<file path="src/rtl/seg7_pkg.sv">
// seg7_pkg: glyph table and shared types for the 7-segment scan display.
// Revision: 1.0 - initial release
`default_nettype none

package seg7_pkg;

  typedef logic [3:0] bcd_digit_t;

  // Glyphs are active-high, ordered {g,f,e,d,c,b,a}
  localparam logic [6:0] SEG_BLANK = 7'h00;
  localparam logic [6:0] SEG_DASH  = 7'h40;

  function automatic logic [6:0] hex_to_glyph(input logic [3:0] i_nib);
    logic [6:0] w_g;
    case (i_nib)
      4'h0:    w_g = 7'h3F;
      4'h1:    w_g = 7'h06;
      4'h2:    w_g = 7'h5B;
      4'h3:    w_g = 7'h4F;
      4'h4:    w_g = 7'h66;
      4'h5:    w_g = 7'h6D;
      4'h6:    w_g = 7'h7D;
      4'h7:    w_g = 7'h07;
      4'h8:    w_g = 7'h7F;
      4'h9:    w_g = 7'h6F;
      4'hA:    w_g = 7'h77;
      4'hB:    w_g = 7'h7C;
      4'hC:    w_g = 7'h39;
      4'hD:    w_g = 7'h5E;
      4'hE:    w_g = 7'h79;
      default: w_g = 7'h71;
    endcase
    return w_g;
  endfunction

endpackage

`default_nettype wire

</file>
<file path="src/rtl/seg7_scan_display_bin2bcd.sv">
// bin2bcd_seq: one double-dabble step per cycle with sticky overflow out of the top digit.
// Revision: 1.0 - initial release
`default_nettype none

module bin2bcd_seq
  import seg7_pkg::*;
#(
  parameter int DATA_W     = 16,
  parameter int NUM_DIGITS = 4
) (
  input  logic                    clk,
  input  logic                    reset,
  input  logic                    i_start,
  input  logic                    i_abort,
  input  logic [DATA_W-1:0]       i_bin,
  output logic                    o_busy,
  output logic                    o_done,
  output logic [4*NUM_DIGITS-1:0] o_bcd,
  output logic                    o_ovf
);

  localparam int c_CNT_W = $clog2(DATA_W);

  logic                             r_busy;
  logic [c_CNT_W-1:0]               r_cnt;
  logic [DATA_W-1:0]                r_shift;
  bcd_digit_t [NUM_DIGITS-1:0]      r_bcd;
  logic                             r_ovf;
  bcd_digit_t [NUM_DIGITS-1:0]      w_adj;
  bcd_digit_t [NUM_DIGITS-1:0]      w_bcd_nxt;
  logic                             w_carry;
  logic                             w_last;

  assign w_last = (r_cnt == c_CNT_W'(DATA_W - 1));

  always_comb begin
    w_adj = r_bcd;
    for (int d = 0; d < NUM_DIGITS; d++) begin
      if (r_bcd[d] >= 4'd5) w_adj[d] = r_bcd[d] + 4'd3;
    end
    {w_carry, w_bcd_nxt} = {w_adj, r_shift[DATA_W-1]};
  end

  always_ff @(posedge clk) begin
    if (reset) begin
      r_busy  <= 1'b0;
      r_cnt   <= '0;
      r_shift <= '0;
      r_bcd   <= '0;
      r_ovf   <= 1'b0;
    end else if (i_start) begin
      r_busy  <= 1'b1;
      r_cnt   <= '0;
      r_shift <= i_bin;
      r_bcd   <= '0;
      r_ovf   <= 1'b0;
    end else if (i_abort) begin
      r_busy  <= 1'b0;
    end else if (r_busy) begin
      r_shift <= r_shift << 1;
      r_bcd   <= w_bcd_nxt;
      r_ovf   <= r_ovf | w_carry;
      r_cnt   <= r_cnt + 1'b1;
      if (w_last) r_busy <= 1'b0;
    end
  end

  // The final step's result is presented combinationally so the caller can latch it on the falling edge of busy
  assign o_busy = r_busy;
  assign o_done = r_busy & w_last & ~i_start & ~i_abort;
  assign o_bcd  = w_bcd_nxt;
  assign o_ovf  = r_ovf | w_carry;

endmodule

`default_nettype wire

</file>
<file path="src/rtl/seg7_scan_display.sv">
// seg7_scan_display: captures a value, renders hex or decimal digits and time-multiplexes them onto the anodes.
// Revision: 1.0 - initial release
`default_nettype none

module seg7_scan_display
  import seg7_pkg::*;
#(
  parameter int NUM_DIGITS = 4,
  parameter int DATA_W     = 16,
  parameter int SCAN_DIV   = 25000,
  parameter int ACTIVE_LOW = 1
) (
  input  logic                  clk,
  input  logic                  reset,
  input  logic [DATA_W-1:0]     value,
  input  logic                  load,
  input  logic                  mode,
  input  logic                  blank_lz,
  input  logic [NUM_DIGITS-1:0] dp_mask,
  input  logic                  enable,
  output logic [NUM_DIGITS-1:0] an,
  output logic [6:0]            seg,
  output logic                  dp,
  output logic                  busy,
  output logic                  overflow
);

  localparam int   c_IDX_W = (NUM_DIGITS > 1) ? $clog2(NUM_DIGITS) : 1;
  localparam int   c_PRE_W = $clog2(SCAN_DIV);
  localparam int   c_BCD_W = 4 * NUM_DIGITS;
  localparam logic c_INV   = (ACTIVE_LOW != 0);

  logic [c_PRE_W-1:0]          r_presc;
  logic [c_IDX_W-1:0]          r_idx;
  bcd_digit_t [NUM_DIGITS-1:0] r_dig;
  logic                        r_ovf;
  logic [NUM_DIGITS-1:0]       r_an;
  logic [6:0]                  r_seg;
  logic                        r_dp;

  logic                        w_start;
  logic                        w_hex;
  logic                        w_busy;
  logic                        w_done;
  logic [c_BCD_W-1:0]          w_bcd;
  logic                        w_bcd_ovf;
  logic [c_BCD_W-1:0]          w_hex_dig;
  logic                        w_hex_ovf;
  logic                        w_wrap;
  logic [NUM_DIGITS-1:0]       w_zero_from;
  logic                        w_zero_acc;
  logic                        w_blank;
  logic [6:0]                  w_glyph;
  logic [NUM_DIGITS-1:0]       w_onehot;

  assign w_start = load & mode;
  assign w_hex   = load & ~mode;

  bin2bcd_seq #(
    .DATA_W     (DATA_W),
    .NUM_DIGITS (NUM_DIGITS)
  ) u_bin2bcd (
    .clk     (clk),
    .reset   (reset),
    .i_start (w_start),
    .i_abort (w_hex),
    .i_bin   (value),
    .o_busy  (w_busy),
    .o_done  (w_done),
    .o_bcd   (w_bcd),
    .o_ovf   (w_bcd_ovf)
  );

  generate
    if (DATA_W > c_BCD_W) begin : g_wide
      assign w_hex_dig = value[c_BCD_W-1:0];
      assign w_hex_ovf = |value[DATA_W-1:c_BCD_W];
    end else begin : g_narrow
      assign w_hex_dig = c_BCD_W'(value);
      assign w_hex_ovf = 1'b0;
    end
  endgenerate

  always_ff @(posedge clk) begin
    if (reset) begin
      r_dig <= '0;
      r_ovf <= 1'b0;
    end else if (w_hex) begin
      r_dig <= w_hex_dig;
      r_ovf <= w_hex_ovf;
    end else if (w_done) begin
      r_dig <= w_bcd;
      r_ovf <= w_bcd_ovf;
    end
  end

  // w_zero_from[i]: digits i..top are all zero
  always_comb begin
    w_zero_acc  = 1'b1;
    w_zero_from = '0;
    for (int i = NUM_DIGITS - 1; i >= 0; i--) begin
      w_zero_acc     = w_zero_acc & (r_dig[i] == 4'd0);
      w_zero_from[i] = w_zero_acc;
    end
  end

  assign w_wrap   = (r_presc == c_PRE_W'(SCAN_DIV - 1));
  assign w_blank  = blank_lz & (r_idx != '0) & w_zero_from[r_idx];
  assign w_glyph  = r_ovf   ? SEG_DASH  :
                    w_blank ? SEG_BLANK : hex_to_glyph(r_dig[r_idx]);
  assign w_onehot = NUM_DIGITS'(1) << r_idx;

  always_ff @(posedge clk) begin
    if (reset) begin
      r_presc <= '0;
      r_idx   <= '0;
      r_an    <= {NUM_DIGITS{c_INV}};
      r_seg   <= {7{c_INV}};
      r_dp    <= c_INV;
    end else begin
      r_presc <= w_wrap ? '0 : r_presc + 1'b1;
      if (w_wrap) begin
        r_idx <= (r_idx == c_IDX_W'(NUM_DIGITS - 1)) ? '0 : r_idx + 1'b1;
        r_seg <= w_glyph ^ {7{c_INV}};
        r_dp  <= dp_mask[r_idx] ^ c_INV;
      end
      if (!enable) begin
        r_an <= {NUM_DIGITS{c_INV}};
      end else if (w_wrap) begin
        r_an <= w_onehot ^ {NUM_DIGITS{c_INV}};
      end
    end
  end

  assign an       = r_an;
  assign seg      = r_seg;
  assign dp       = r_dp;
  assign busy     = w_busy;
  assign overflow = r_ovf;

endmodule

`default_nettype wire

</file>
<file path="config.mk">
export PLATFORM = sky130hd
export DESIGN_NAME = seg7_scan_display
export DESIGN_NICKNAME = d
export VERILOG_FILES = /design/src/rtl/seg7_pkg.sv /design/src/rtl/seg7_scan_display_bin2bcd.sv /design/src/rtl/seg7_scan_display.sv
export SDC_FILE = /design/constraint.sdc
export NUM_CORES = 1
export LEC_CHECK = 0
export BUFFER_PORTS_ARGS = -buffer_cell sky130_fd_sc_hd__buf_2
export CAP_MARGIN = 20
export CORE_MARGIN = 4
export CORE_UTILIZATION = 50
export DETAILED_ROUTE_END_ITERATION = 10
export GPL_ROUTABILITY_DRIVEN = 0
export HOLD_SLACK_MARGIN = 0.1
export PLACE_DENSITY_LB_ADDON = 0.08
export SKIP_CTS_REPAIR_TIMING = 1
export SKIP_LAST_GASP = 1
export SYNTH_ARGS = -nofsm -noshare
export SYNTH_HDL_FRONTEND = slang
export SYNTH_SLANG_ARGS = --single-unit
</file>
<file path="constraint.sdc">
create_clock -name clk -period 4.77 [get_ports clk]
set_input_delay 0.7155 -clock clk [delete_from_list [all_inputs] [get_ports clk]]
set_output_delay 0.7155 -clock clk [all_outputs]
set_load 0.01 [all_outputs]
</file>
==> metrics.md <==
| Metric | Value |
|---|---|
| Outcome | `completed` |
| Layout cells sized above 1 | `12.7%` |
| CTS tree | `built` |
| Reg-to-Reg Start | `r_presc[0]` |
| Seq/Total Area, Yosys | `40.4%` |
| Final Instance Area | `0.00457 mm²` |
| WP buf/inv | `0` |
| CP top delay family | `simple AND/OR/NAND/NOR gates` |
| Skew final | `0.0120 ns` |
| Hold Vio Cnt, Final | `0` |
| Period utilization | `53.8%` |
| Total track usage | `20.0%` |
| Initial antenna violation count | `0` |
| Crit Path Class | `reg -> reg` |
| Yosys reg bits | `84` |
| FMAX | `0.390 GHz` |
| Final Slew Violations | `0` |
| Number of I/O pins | `40` |
| Peak VDD IR | `0.145 mV` |
| CP max FO | `21` |
| Filler cell count | `763` |
| Total routed wirelength | `9660 µm` |
| ANT nets after route | `0` |
| Nets@finish | `568` |
| Clk_lat worst skew | `0.36 ns` |
| Port bufs | `39` |
| Clock Sink Count | `84` |
| Number of global-route vias before repair | `3,261` |
| DRC viols | `0` |
| Area after DPL | `0.00438 mm²` |
| Leading area contributor after synthesis | `dfxtp_1` |
| Maxcap violations | `0` |
| PD cells | `298 mW/mm²` |
| Remaining Overflow, GRT | `0` |
| Clock root cell | `clkbuf_8` |
| Avg Cell Area, Syn | `8.39 µm²` |
| Cell Rows | `33` |
| Worst-Margin Slew | `1.00 ns` |
| CP max stage cell | `nand2b_1` |
| Synth top area cells | `dfxtp_1, nand2_1, ha_1` |
| HPWL after DPL | `7020 µm` |
| Leakage Power | `1.69 nW` |
| Syn_nets | `542` |
| Vias | `3,519` |
| Worst Setup End Kind | `flip-flop` |
| Largest net degree at the start of global routing | `43` |
| Die width | `99.2 µm` |
| YS warnings | `0` |
| Core Area | `0.00813 mm²` |
| CP max stage delay | `0.84 ns` |
| RSZ-0062 raised after global routing | `false` |
| Clk buf depth | `2` |
| Commonest cells after routing, fill and taps aside | `dfxtp_1, nand2_1, nor2_1, a21oi_1, buf_2` |
| Crit start category | `flip-flop` |
| Setup TNS | `0 ns` |
| Final setup viols | `0` |
| Top FF cell, synth | `dfxtp_1` |
| Initial Util | `51.1%` |
| WP data arrival | `2.85 ns` |
| Die footprint | `0.00984 mm²` |
| Syn Inst Count | `496` |
| EDFF count, synth | `0` |
| CTS buffer count | `9` |
| CP required | `5.06 ns` |
| Tmin final | `2.57 ns` |
| Crit-path cells | `ha_1 -> nor4bb_1 -> nand4_1 -> nand2b_1 -> nor2_1 -> a31oi_1` |
| Inserted Diodes | `0` |
| Layout area overhead | `9.96%` |
| Worst Hold Class | `reg -> reg` |
| Fraction of registers with async set/reset | `0%` |
| Most common cell after layout, fill and taps aside | `dfxtp_1` |
| Die span in y | `99.2 µm` |
| Iteration-0 DRC count of the detailed router | `165` |
| Pre-Repair DR Iteration Count | `5` |
| Slew HR | `32.9%` |
| Hold Path Origin | `r_presc[0]` |
| Clock Pin Slew Worst Setup and Hold Paths | `0.09 ns` |
| Top cell type's share of synthesized area | `40.4%` |
| Wire per inst | `15.3 µm` |
| Mapped Area | `0.00416 mm²` |
| Distinct cells, synth | `47` |
| CP Launch Point | `r_presc[0]` |
| H-tree levels | `3` |
| First-pass GRT wire length | `15,900 µm` |
| Avg Vias per Cell | `5.57` |
-- where the power goes --
group          switching (mW)  internal, mW  total, mW  leakage, nW
logic                  0.0675        0.0437      0.111        0.909
clock network           0.271         0.246      0.517        0.100
registers              0.0149         0.720      0.735        0.683
-- state kept, by name, summed over array words and instances, names as in the netlist, 2 cells and up --
signal,cells
an,4
r_dig,16
r_idx,2
r_presc,15
seg,7
u_bin2bcd.r_bcd,16
u_bin2bcd.r_cnt,4
u_bin2bcd.r_shift,16
-- logic make-up (layout without fill, tap and decap cells) --
group | count (synthesis) | count (layout) | share of synthesized area (%)
adder cells (fa/ha/maj) | 20 | 20 | 6.02
multiplexers | 15 | 15 | 5.45
AO/OA/AOI/OAI | 110 | 110 | 16.8
AND/OR/NAND/NOR | 206 | 206 | 22.7
flip-flops | 84 | 84 | 40.4
buffers and inverters | 42 | 73 | 4.54
XOR/XNOR | 19 | 19 | 4.00
-- synth_stat cells (7+ instances only) --
cell type and number:
dfxtp_1 84, nand2_1 68, nor2_1 64, a21oi_1 49
nand3_1 25, ha_1 20, a311oi_1 15, inv_1 14
clkbuf_1 13, a22oi_1 12, o21ai_0 12, nand2b_1 11
xnor2_1 10, xor2_1 9, mux2i_1 8, buf_2 7
-- path summary, 6_finish.rpt --
check / endpoint / slack, ns / depth (start not counted)
max: seg[5] / 2.20 / 6
min: r_presc[0] / 0.45 / 1
min reg2reg: r_presc[0] / 0.45 / 1
max reg2reg: seg[5] / 2.20 / 6
-- worst register-to-register path: stages (launching register included) --
cell and delay, ns:
dfxtp_1 0.36, ha_1 0.25, nor4bb_1 0.25, nand4_1 0.57, nand2b_1 0.84, nor2_1 0.09
a31oi_1 0.15
-- layer usage --
layer | track usage (%) | vias to the layer above | share of wire, % | wire [µm]
met2 | 31.3 | 71 | 45 | 4350
met1 | 28.4 | 1630 | 50 | 4790
met3 | 2.95 | 10 | 4.0 | 386
met5 | 0 | - | 0 | 0
met4 | 6.83 | 0 | 1.3 | 130
li1 | - | 1808 | - | -
-- final cells by class --
cell class              count  area (µm²)  area share (%)
multi-input cells         370        2290            50.0
repair buffers             42         218            4.76
clock buffers               9         124            2.71
inverters                  15        56.3            1.23
well taps                 105         131            2.87
flip-flops and latches     84        1680            36.8
clock inverters             7        73.8            1.61
-- per-stage QoR --
| stage | hold WS (ns) | setup slack, ns | utilization [%] | power, mW | std cells |
|---|---|---|---|---|---|
| after floorplan | 0.418 | 2.70 | - | 0.828 | 496 |
| after global placement | 0.431 | 2.14 | 53.8 | 0.860 | 616 |
| after detailed placement | 0.443 | 2.05 | 53.8 | 0.862 | 616 |
| after CTS | 0.455 | 2.20 | 56.2 | 1.38 | 632 |
| after global routing | 0.499 | 1.90 | 56.2 | 1.42 | 632 |
| final | 0.450 | 2.20 | 56.2 | 1.36 | 632 |
No activity file was read; power rests on OpenSTA's default activity.
